===== config.mk =====
export PLATFORM = sky130hd
export DESIGN_NAME = dma_ch_scheduler
export DESIGN_NICKNAME = d
export VERILOG_FILES = /design/src/rtl/dma_ch_scheduler.sv
export SDC_FILE = /design/constraint.sdc
export NUM_CORES = 1
export LEC_CHECK = 0
export BUFFER_PORTS_ARGS = -buffer_cell sky130_fd_sc_hd__buf_2
export CORE_ASPECT_RATIO = 1.2
export CORE_UTILIZATION = 41
export DETAILED_ROUTE_END_ITERATION = 12
export GPL_TIMING_DRIVEN = 0
export MAX_ROUTING_LAYER = met4
export PLACE_DENSITY_LB_ADDON = 0.25
export SETUP_SLACK_MARGIN = 0.3
export SLEW_MARGIN = 15
export SYNTH_ARGS = -nofsm -noshare
export SYNTH_HDL_FRONTEND = slang
export SYNTH_SLANG_ARGS = --single-unit

===== constraint.sdc =====
create_clock -name HCLK -period 2.3 [get_ports HCLK]
set_clock_uncertainty 0.2 [all_clocks]
set_input_delay 0.23 -clock HCLK [delete_from_list [all_inputs] [get_ports HCLK]]
set_output_delay 0.23 -clock HCLK [all_outputs]
set_load 0.02 [all_outputs]

===== src/rtl/dma_ch_scheduler.sv =====
// Round-robin DMA channel scheduler: arbitrates channel requests, issues one
// transfer at a time to the DMA master and reports done / error per channel.
//
// state | meaning
// IDLE  | no transfer; waiting for any ch_req
// ARB   | pick round-robin winner, pulse grant, latch len/addr
// ISSUE | pulse dma_start, clear timeout counter
// WAIT  | wait for dma_done or timeout
module dma_ch_scheduler #(
    parameter int NUM_CH  = 4,
    parameter int TIMEOUT = 1024
) (
    input  logic                   HCLK,
    input  logic                   HRESET,
    input  logic [NUM_CH-1:0]      ch_req,
    input  logic [6*NUM_CH-1:0]    ch_len,
    input  logic [32*NUM_CH-1:0]   ch_addr,
    output logic [NUM_CH-1:0]      ch_gnt,
    output logic [NUM_CH-1:0]      ch_done,
    output logic [NUM_CH-1:0]      ch_err,
    output logic                   dma_start,
    output logic [5:0]             dma_len,
    output logic [31:0]            dma_addr,
    output logic                   dma_abort,
    input  logic                   dma_done,
    output logic                   busy
);

    localparam int IW = $clog2(NUM_CH);
    localparam logic [15:0] TO_LAST = 16'(TIMEOUT - 1);

    typedef enum logic [1:0] {IDLE, ARB, ISSUE, WAIT} state_t;

    state_t              state;
    logic [IW-1:0]       last_gnt;
    logic [IW-1:0]       cand;
    logic [IW-1:0]       win_idx;
    logic                win_vld;
    logic [NUM_CH-1:0]   win_oh;
    logic [NUM_CH-1:0]   act_oh;
    logic [5:0]          win_len;
    logic [31:0]         win_addr;
    logic [15:0]         to_cnt;

    // Search starts one past the last winner; the IW-bit add wraps naturally.
    always_comb begin
        cand    = '0;
        win_idx = '0;
        win_vld = 1'b0;
        for (int i = 1; i <= NUM_CH; i++) begin
            cand = last_gnt + IW'(i);
            if (!win_vld && ch_req[cand]) begin
                win_idx = cand;
                win_vld = 1'b1;
            end
        end
    end

    always_comb begin
        win_oh   = '0;
        win_len  = '0;
        win_addr = '0;
        for (int i = 0; i < NUM_CH; i++) begin
            if (IW'(i) == win_idx) begin
                win_oh[i] = 1'b1;
                win_len   = ch_len[6*i +: 6];
                win_addr  = ch_addr[32*i +: 32];
            end
        end
    end

    assign busy = (state != IDLE);

    always_ff @(posedge HCLK) begin
        if (HRESET) begin
            state     <= IDLE;
            last_gnt  <= IW'(NUM_CH - 1);
            to_cnt    <= '0;
            act_oh    <= '0;
            ch_gnt    <= '0;
            ch_done   <= '0;
            ch_err    <= '0;
            dma_start <= 1'b0;
            dma_abort <= 1'b0;
            dma_len   <= '0;
            dma_addr  <= '0;
        end else begin
            ch_gnt    <= '0;
            ch_done   <= '0;
            ch_err    <= '0;
            dma_start <= 1'b0;
            dma_abort <= 1'b0;
            case (state)
                IDLE: begin
                    if (|ch_req) state <= ARB;
                end
                ARB: begin
                    if (win_vld) begin
                        ch_gnt   <= win_oh;
                        act_oh   <= win_oh;
                        last_gnt <= win_idx;
                        dma_len  <= win_len;
                        dma_addr <= win_addr;
                        // A zero-length buffer is granted and rejected in one step.
                        if (win_len == 6'd0) begin
                            ch_err <= win_oh;
                            state  <= IDLE;
                        end else begin
                            state  <= ISSUE;
                        end
                    end else begin
                        state <= IDLE;
                    end
                end
                ISSUE: begin
                    dma_start <= 1'b1;
                    to_cnt    <= '0;
                    state     <= WAIT;
                end
                WAIT: begin
                    if (dma_done) begin
                        ch_done <= act_oh;
                        state   <= IDLE;
                    end else if (to_cnt == TO_LAST) begin
                        dma_abort <= 1'b1;
                        ch_err    <= act_oh;
                        state     <= IDLE;
                    end else begin
                        to_cnt <= to_cnt + 16'd1;
                    end
                end
                default: state <= IDLE;
            endcase
        end
    end

endmodule


# After elaboration in Yosys (flattened, before gate mapping)
# Index checks and enable logic that the tools add are counted.
# totals
register_bits,76
inputBits,159
out_inout_bits,53
wordCells,96
# op_classes
n_addsub,4
order_cmp,4
eq_ne,11
muxes,44
bitwise,4
n_reduce_logical,18
# ops
cell,n
2-to-1 mux 32 bit,4
2-to-1 mux 16 bit,2
case mux 16 bit (2 select lines),1
2-to-1 mux 6 bit,4
2-to-1 mux 2 bit,9
"adder 16 x 1 -> 16 bit, second input constant",1
"equality test 16 x 10 -> 1 bit, second input constant",1
2-to-1 mux 4 bit,4
2-to-1 mux 1 bit,14
"less-than comparator 2 x 3 -> 1 bit, second input constant",4
OR reduction 3 bit,3
binary-select mux 1 bit (select 2 bit),4
case mux 2 bit (4 select lines),1
case mux 4 bit (2 select lines),1
zero test 6 bit,1
"!= test 2 bit, second input constant",3
"adder 2 bit, second input constant",2
"equality test 2 bit, first input constant",2
"equality test 2 bit, second input constant",2
zero test 2 bit,2
inverter 1 bit,4
AND reduction 2 bit,2
nonzero test 2 bit,2
OR reduction 4 bit,1
other kinds (7),11

# Depth between registers and ports, before layout
# logic_depth
word_depth,22
depth_mapped,10
mapped_depth_nobuf,8

# Worst setup path after synthesis
# OpenSTA, ideal clock, no wires.
# synth_timing
path_kind,reg-to-reg
start,register last_gnt[1]
end,register ch_err[1]
arrival_time_ns,2.158
t_required_ns,2.038
slack_ns,-0.119
path_stages_with_launch,9
n_path_buf,1
synth_period_minus_slack_ns,2.419
path_cell_list,dfxtp_1 -> buf_6 -> and3b_1 -> a31o_2 -> nor2_1 -> mux4_2 -> or2_4 -> nor4_4 -> a32o_1
# synth_between
elab_chain_cells,22
elab_cells_between_ends,38
classes_between,add/sub: 3; eq/ne: 3; mux: 24; reduce/logical: 8
# synth_rtl
item,line,source
from (decl),35,logic [IW-1:0] last_gnt;
from (signal assigned),77,last_gnt <= IW'(NUM_CH - 1);
from (signal assigned),101,last_gnt <= win_idx;
adder 2 x 1 -> 2 bit,51,cand = last_gnt + IW'(i);
binary-select mux 1 bit (select 2 bit),52,if (!win_vld && ch_req[cand]) begin
2-to-1 mux 1 bit (implied by the code),52,
2-to-1 mux 1 bit,52,
zero test 1 bit,52,
logical AND 1 bit,52,
2-to-1 mux 1 bit,52,
zero test 1 bit,52,
(+3 left out),-,
logical AND 1 bit,52,
2-to-1 mux 2 bit,52,
zero test 2 bit,64,if (IW'(i) == win_idx) begin
2-to-1 mux 6 bit (4 in a row),64,
zero test 6 bit,105,if (win_len == 6'd0) begin
2-to-1 mux 4 bit,105,
2-to-1 mux 4 bit *,98,if (win_vld) begin
case mux 4 bit (2 select lines) *,93,case (state)
to (signal assigned),106,ch_err <= win_oh;
to (signal assigned),126,ch_err <= act_oh;
to (decl),20,"output logic [NUM_CH-1:0] ch_err,"
# Mark *: on every way between the ends. The rest lies on a longest branch, timed or not. The select of a mux whose other input is x is not followed.
# A chain may end at the register's enable or synchronous reset.

# Final worst setup path
# layout_timing
start,register last_gnt[1]
end,register ch_err[3]
# The elaborated chain is that of the path after synthesis.

==> impl_results.rst <==
.. list-table::
   :header-rows: 1

   * - Metric
     - Value
   * - Setup repair after global routing missed its margin
     - true
   * - Post-route core utilization
     - 78.39%
   * - Arrival time worst endpoint
     - ~2.7 ns
   * - Leakage power figure
     - 3.163 nW
   * - Required time at the worst-slack endpoint
     - 2.39 ns
   * - Total global-route track usage
     - 31.33%
   * - Post-Synthesis Cells
     - 505
   * - Simple-gate area share of the yosys netlist
     - 28.34%
   * - Footprint of the multi-input gates
     - 3208 µm²
   * - Longest Clk Path Bufs
     - 2
   * - Area fraction of the dominant cell type after synthesis
     - approximately two fifths
   * - Clock latency of the later-clocked register in the worst-skew pair
     - 0.35 ns
   * - Highest cell delay on the worst timing path
     - between 0.3 and 0.4 ns
   * - Area inside the core boundary
     - 9129 µm²
   * - Estimated wirelength of the detail-placed design
     - 10410 µm
   * - Average vias per placed instance
     - 5.606
   * - Average wire length per cell after detail routing
     - ~18 µm
   * - Io pins
     - 212
   * - Type of the setup path with the least slack
     - reg2reg
   * - Post-synth EDFFs
     - 0
   * - Gr ovfl total
     - 0
   * - Most prevalent standard cell on the critical path
     - buf_6
   * - Total count of hold-check failures in the final report
     - 0
   * - Register area
     - around 1500 µm²
   * - Diode count
     - 0
   * - Pins over their slew limit
     - 0
   * - Most common library cell in the layout ignoring fill and taps
     - buf_2
   * - IR Drop Worst-Case VDD
     - 0.4373 mV
   * - Failing checks
     - setup timing
   * - Pre-Repair DR Iteration Count
     - 5
   * - Fraction of layout cells with a size suffix above 1
     - 60.30%
   * - Antenna violations before repair
     - 0
   * - Library cell occupying the most area in the post-synthesis netlist
     - dfxtp_1
   * - Placer's final routability congestion estimate
     - 0.9062
   * - Wire length of the first global-routing pass
     - between 20000 and 25000 µm
   * - Final worst slack
     - -0.3224 ns
   * - Critical path's slowest cell
     - mux4_2
   * - Total negative slack
     - -6.270 ns
   * - Die width
     - 91.02 µm
   * - Synth top area cells
     - dfxtp_1 39%, nand2_1 8.8%, nor2_1 6.8%
   * - Commonest register cell after synthesis
     - dfxtp_1
   * - Xor and xnor fraction of the mapped netlist area
     - 2.471%
   * - Number of I/O port buffers
     - 211
   * - Compound-Gate Fraction of Synth Area
     - 23.81%
   * - Fillers
     - 624
   * - Number of failing setup endpoints in the final timing report
     - 38
   * - Starting utilization of the core area
     - 42.71%
   * - Overall power of the completed layout
     - 4.291 mW
   * - Cell area after technology mapping
     - 3899 µm²
   * - Layout Nets
     - 952
   * - Multiplexer fraction of the synthesized cell area
     - 1.412%
   * - Outcome
     - complete, but fails checks
   * - Slew at the pin closest to its max-slew limit
     - 0.8717 ns
   * - Power per standard cell area
     - ~600 nW/µm²
   * - Clock sinks
     - 76
   * - Synth Warn #
     - 0
   * - Clock transition time at the flip-flop clock pins of the worst setup and hold paths
     - 0.09 ns
   * - MaxCap Viol Count
     - 0
   * - Share of the clock period used by the worst path after layout
     - 114.0%
   * - Number of placed instances with taps included
     - 836
   * - CTS Root Buffer Type
     - clkbuf_8
   * - Worst path buffer plus inverter count
     - 2
   * - Crit path max-delay family
     - simple AND/OR/NAND/NOR gates
   * - Final wirelength
     - 16650 µm
   * - Unique cell type count in the Yosys netlist
     - 54
   * - Pin count of the biggest net entering global routing
     - 14
   * - Final std cells w/o fill
     - 916
   * - Total number of vias
     - 5135
   * - Height of the die
     - between 100 and 150 µm
   * - Normalized max-slew margin
     - 41.89%
   * - Via count of the first global-routing pass
     - 4773
   * - Clock H-tree levels
     - 3
   * - Worst-path maximum fanout
     - 8
   * - Mapped Nets
     - roughly 670
   * - Path category of the worst min-delay check
     - in2reg
   * - Adder-cell share of the synthesized area
     - 0.3209%
   * - Kind of start point of the critical path
     - flop
   * - Fraction of the yosys area taken by sequential cells
     - approximately 39%
   * - DRC
     - 0
   * - TritonCTS clock tree
     - yes
   * - Starting DRC count in detailed routing
     - 227
   * - Synthesized area per cell
     - 7.720 µm²
   * - Seq cells post-synth
     - 76
   * - Area after DPL
     - 5185 µm²
   * - Hold slack final
     - 0.008592 ns
   * - Total CTS buffers
     - 9
   * - DIE AREA
     - around 9900 µm²
   * - Commonest cells after routing, fill and taps aside
     - 212 x buf_2, 67 x dfxtp_1, 60 x nand2_1
   * - Fraction of synthesis flops using an asynchronous set or reset pin
     - 0%
   * - Count of antenna-violating nets left after detailed routing
     - 0
   * - Largest family of logic cells by synthesized area
     - simple AND/OR/NAND/NOR gates
   * - Finished layout cell area
     - 7156 µm²
   * - Setup Slack @ Placement
     - -0.4882 ns
   * - Layout-stage area growth over the synthesis result
     - 83.54%
   * - Minimum period implied by the final worst setup slack
     - between 2 and 3 ns
   * - # rows
     - 38
   * - Fmax
     - 381.3 MHz
   * - CP endpoint kind
     - flop
   * - Ordered list of cells on the worst path
     - buf_6 -> and3b_2 -> a31o_4 -> nor2_4 -> buf_6 -> mux4_2 -> or2_4 -> nor4_4 -> a22o_1
[registers in the layout, indices dropped and copies added, names as in the netlist, named ones only]
signal / count
last_gnt: 2
dma_start: 1
ch_gnt: 4
dma_abort: 1
ch_done: 4
act_oh: 4
dma_len: 6
ch_err: 4
dma_addr: 32
state: 1
to_cnt: 16
[final cells by class]
class / instances / share of cell area [%]
multi-input cells: 386 / 44.83
repair buffers: 275 / 24.57
flip-flops and latches: 76 / 21.45
plain buffers: 40 / 4.529
well taps: 120 / 2.098
clock buffers: 9 / 1.731
clock inverters: 6 / 0.5770
inverters: 4 / 0.2098
[worst reg2reg max path: stages (launching register included)]
cell and delay [ns]:
dfxtp_2 0.32, buf_6 0.13, and3b_2 0.22, a31o_4 0.23
nor2_4 0.20, buf_6 0.13, mux4_2 0.34, or2_4 0.29
nor4_4 0.28, a22o_1 0.22
[cell usage after synthesis, types with 2 or more instances]
| library cell | count |
|---|---|
| nand2_1 | 91 |
| dfxtp_1 | 76 |
| nor2_1 | 71 |
| a21oi_1 | 49 |
| a211oi_1 | 33 |
| a221oi_1 | 27 |
| clkbuf_1 | 27 |
| nor4_1 | 14 |
| nand3_1 | 8 |
| and3_1 | 7 |
| or3_1 | 7 |
| xor2_1 | 7 |
| and2_1 | 6 |
| buf_1 | 6 |
| buf_2 | 6 |
| inv_1 | 4 |
| nand2b_1 | 4 |
| nand4_1 | 4 |
| nor3_1 | 4 |
| o21ai_0 | 4 |
| xnor2_1 | 4 |
| a22o_1 | 3 |
| o22ai_1 | 3 |
| or2_2 | 3 |
| a21boi_0 | 2 |
| and3b_1 | 2 |
| and4_1 | 2 |
| mux4_2 | 2 |
| nor2b_1 | 2 |
| o21a_1 | 2 |
| or4_1 | 2 |
[kinds of logic (layout without fill, tap and decap cells)]
group                      after synthesis  count (layout)
DFF                                     76              76
AOI/OAI and AO/OA                      134             134
and+or+nand+nor                        236             237
buffers and inverters                   44             334
muxes                                    3               3
adders and majority gates                1               1
xor gates and xnor gates                11              11
[final timing paths]
kind / start / endpoint / slack [ns] / depth (start not counted)
worst max-delay path: last_gnt[1]$_SDFFE_PP1P_ / ch_err[3]$_SDFF_PP0_ / -0.32 / 9
worst min-delay path: ch_addr[97] / dma_addr[1]$_SDFFE_PP0P_ / 0.009 / 3
worst max register to register: last_gnt[1]$_SDFFE_PP1P_ / ch_err[3]$_SDFF_PP0_ / -0.32 / 9
worst min register to register: dma_len[2]$_SDFFE_PP0P_ / dma_len[2]$_SDFFE_PP0P_ / 0.26 / 2
[report_power, final]
| group | leakage [nW] | internal (mW) | switching [mW] |
|---|---|---|---|
| clock | 0.0775 | 0.385 | 0.519 |
| combinational | 2.46 | 0.863 | 1.06 |
| sequential | 0.624 | 1.41 | 0.0555 |
| total | 3.16 | 2.66 | 1.63 |
[what timing repair did]
action | in CTS | in global routing
buffers inserted | 25 | 22
hold buffers | 11 | 0
pin swaps | 69 | 78
hold endpoints to repair | 11 | 0
resized for setup | 163 | 127
setup endpoints to repair | 68 | 69
gates cloned | 7 | 0
[routing by layer]
metal / part of all wire [%] / GRT usage, % / vias up
met4: 3.8 / 13.04 / 0
li1: - / - / 2395
met3: 5.5 / 4.603 / 57
met1: 38 / 34.12 / 2436
met2: 53 / 57.31 / 247
met5: 0 / - / -
Note: power is estimated with default switching activity, not from simulation.
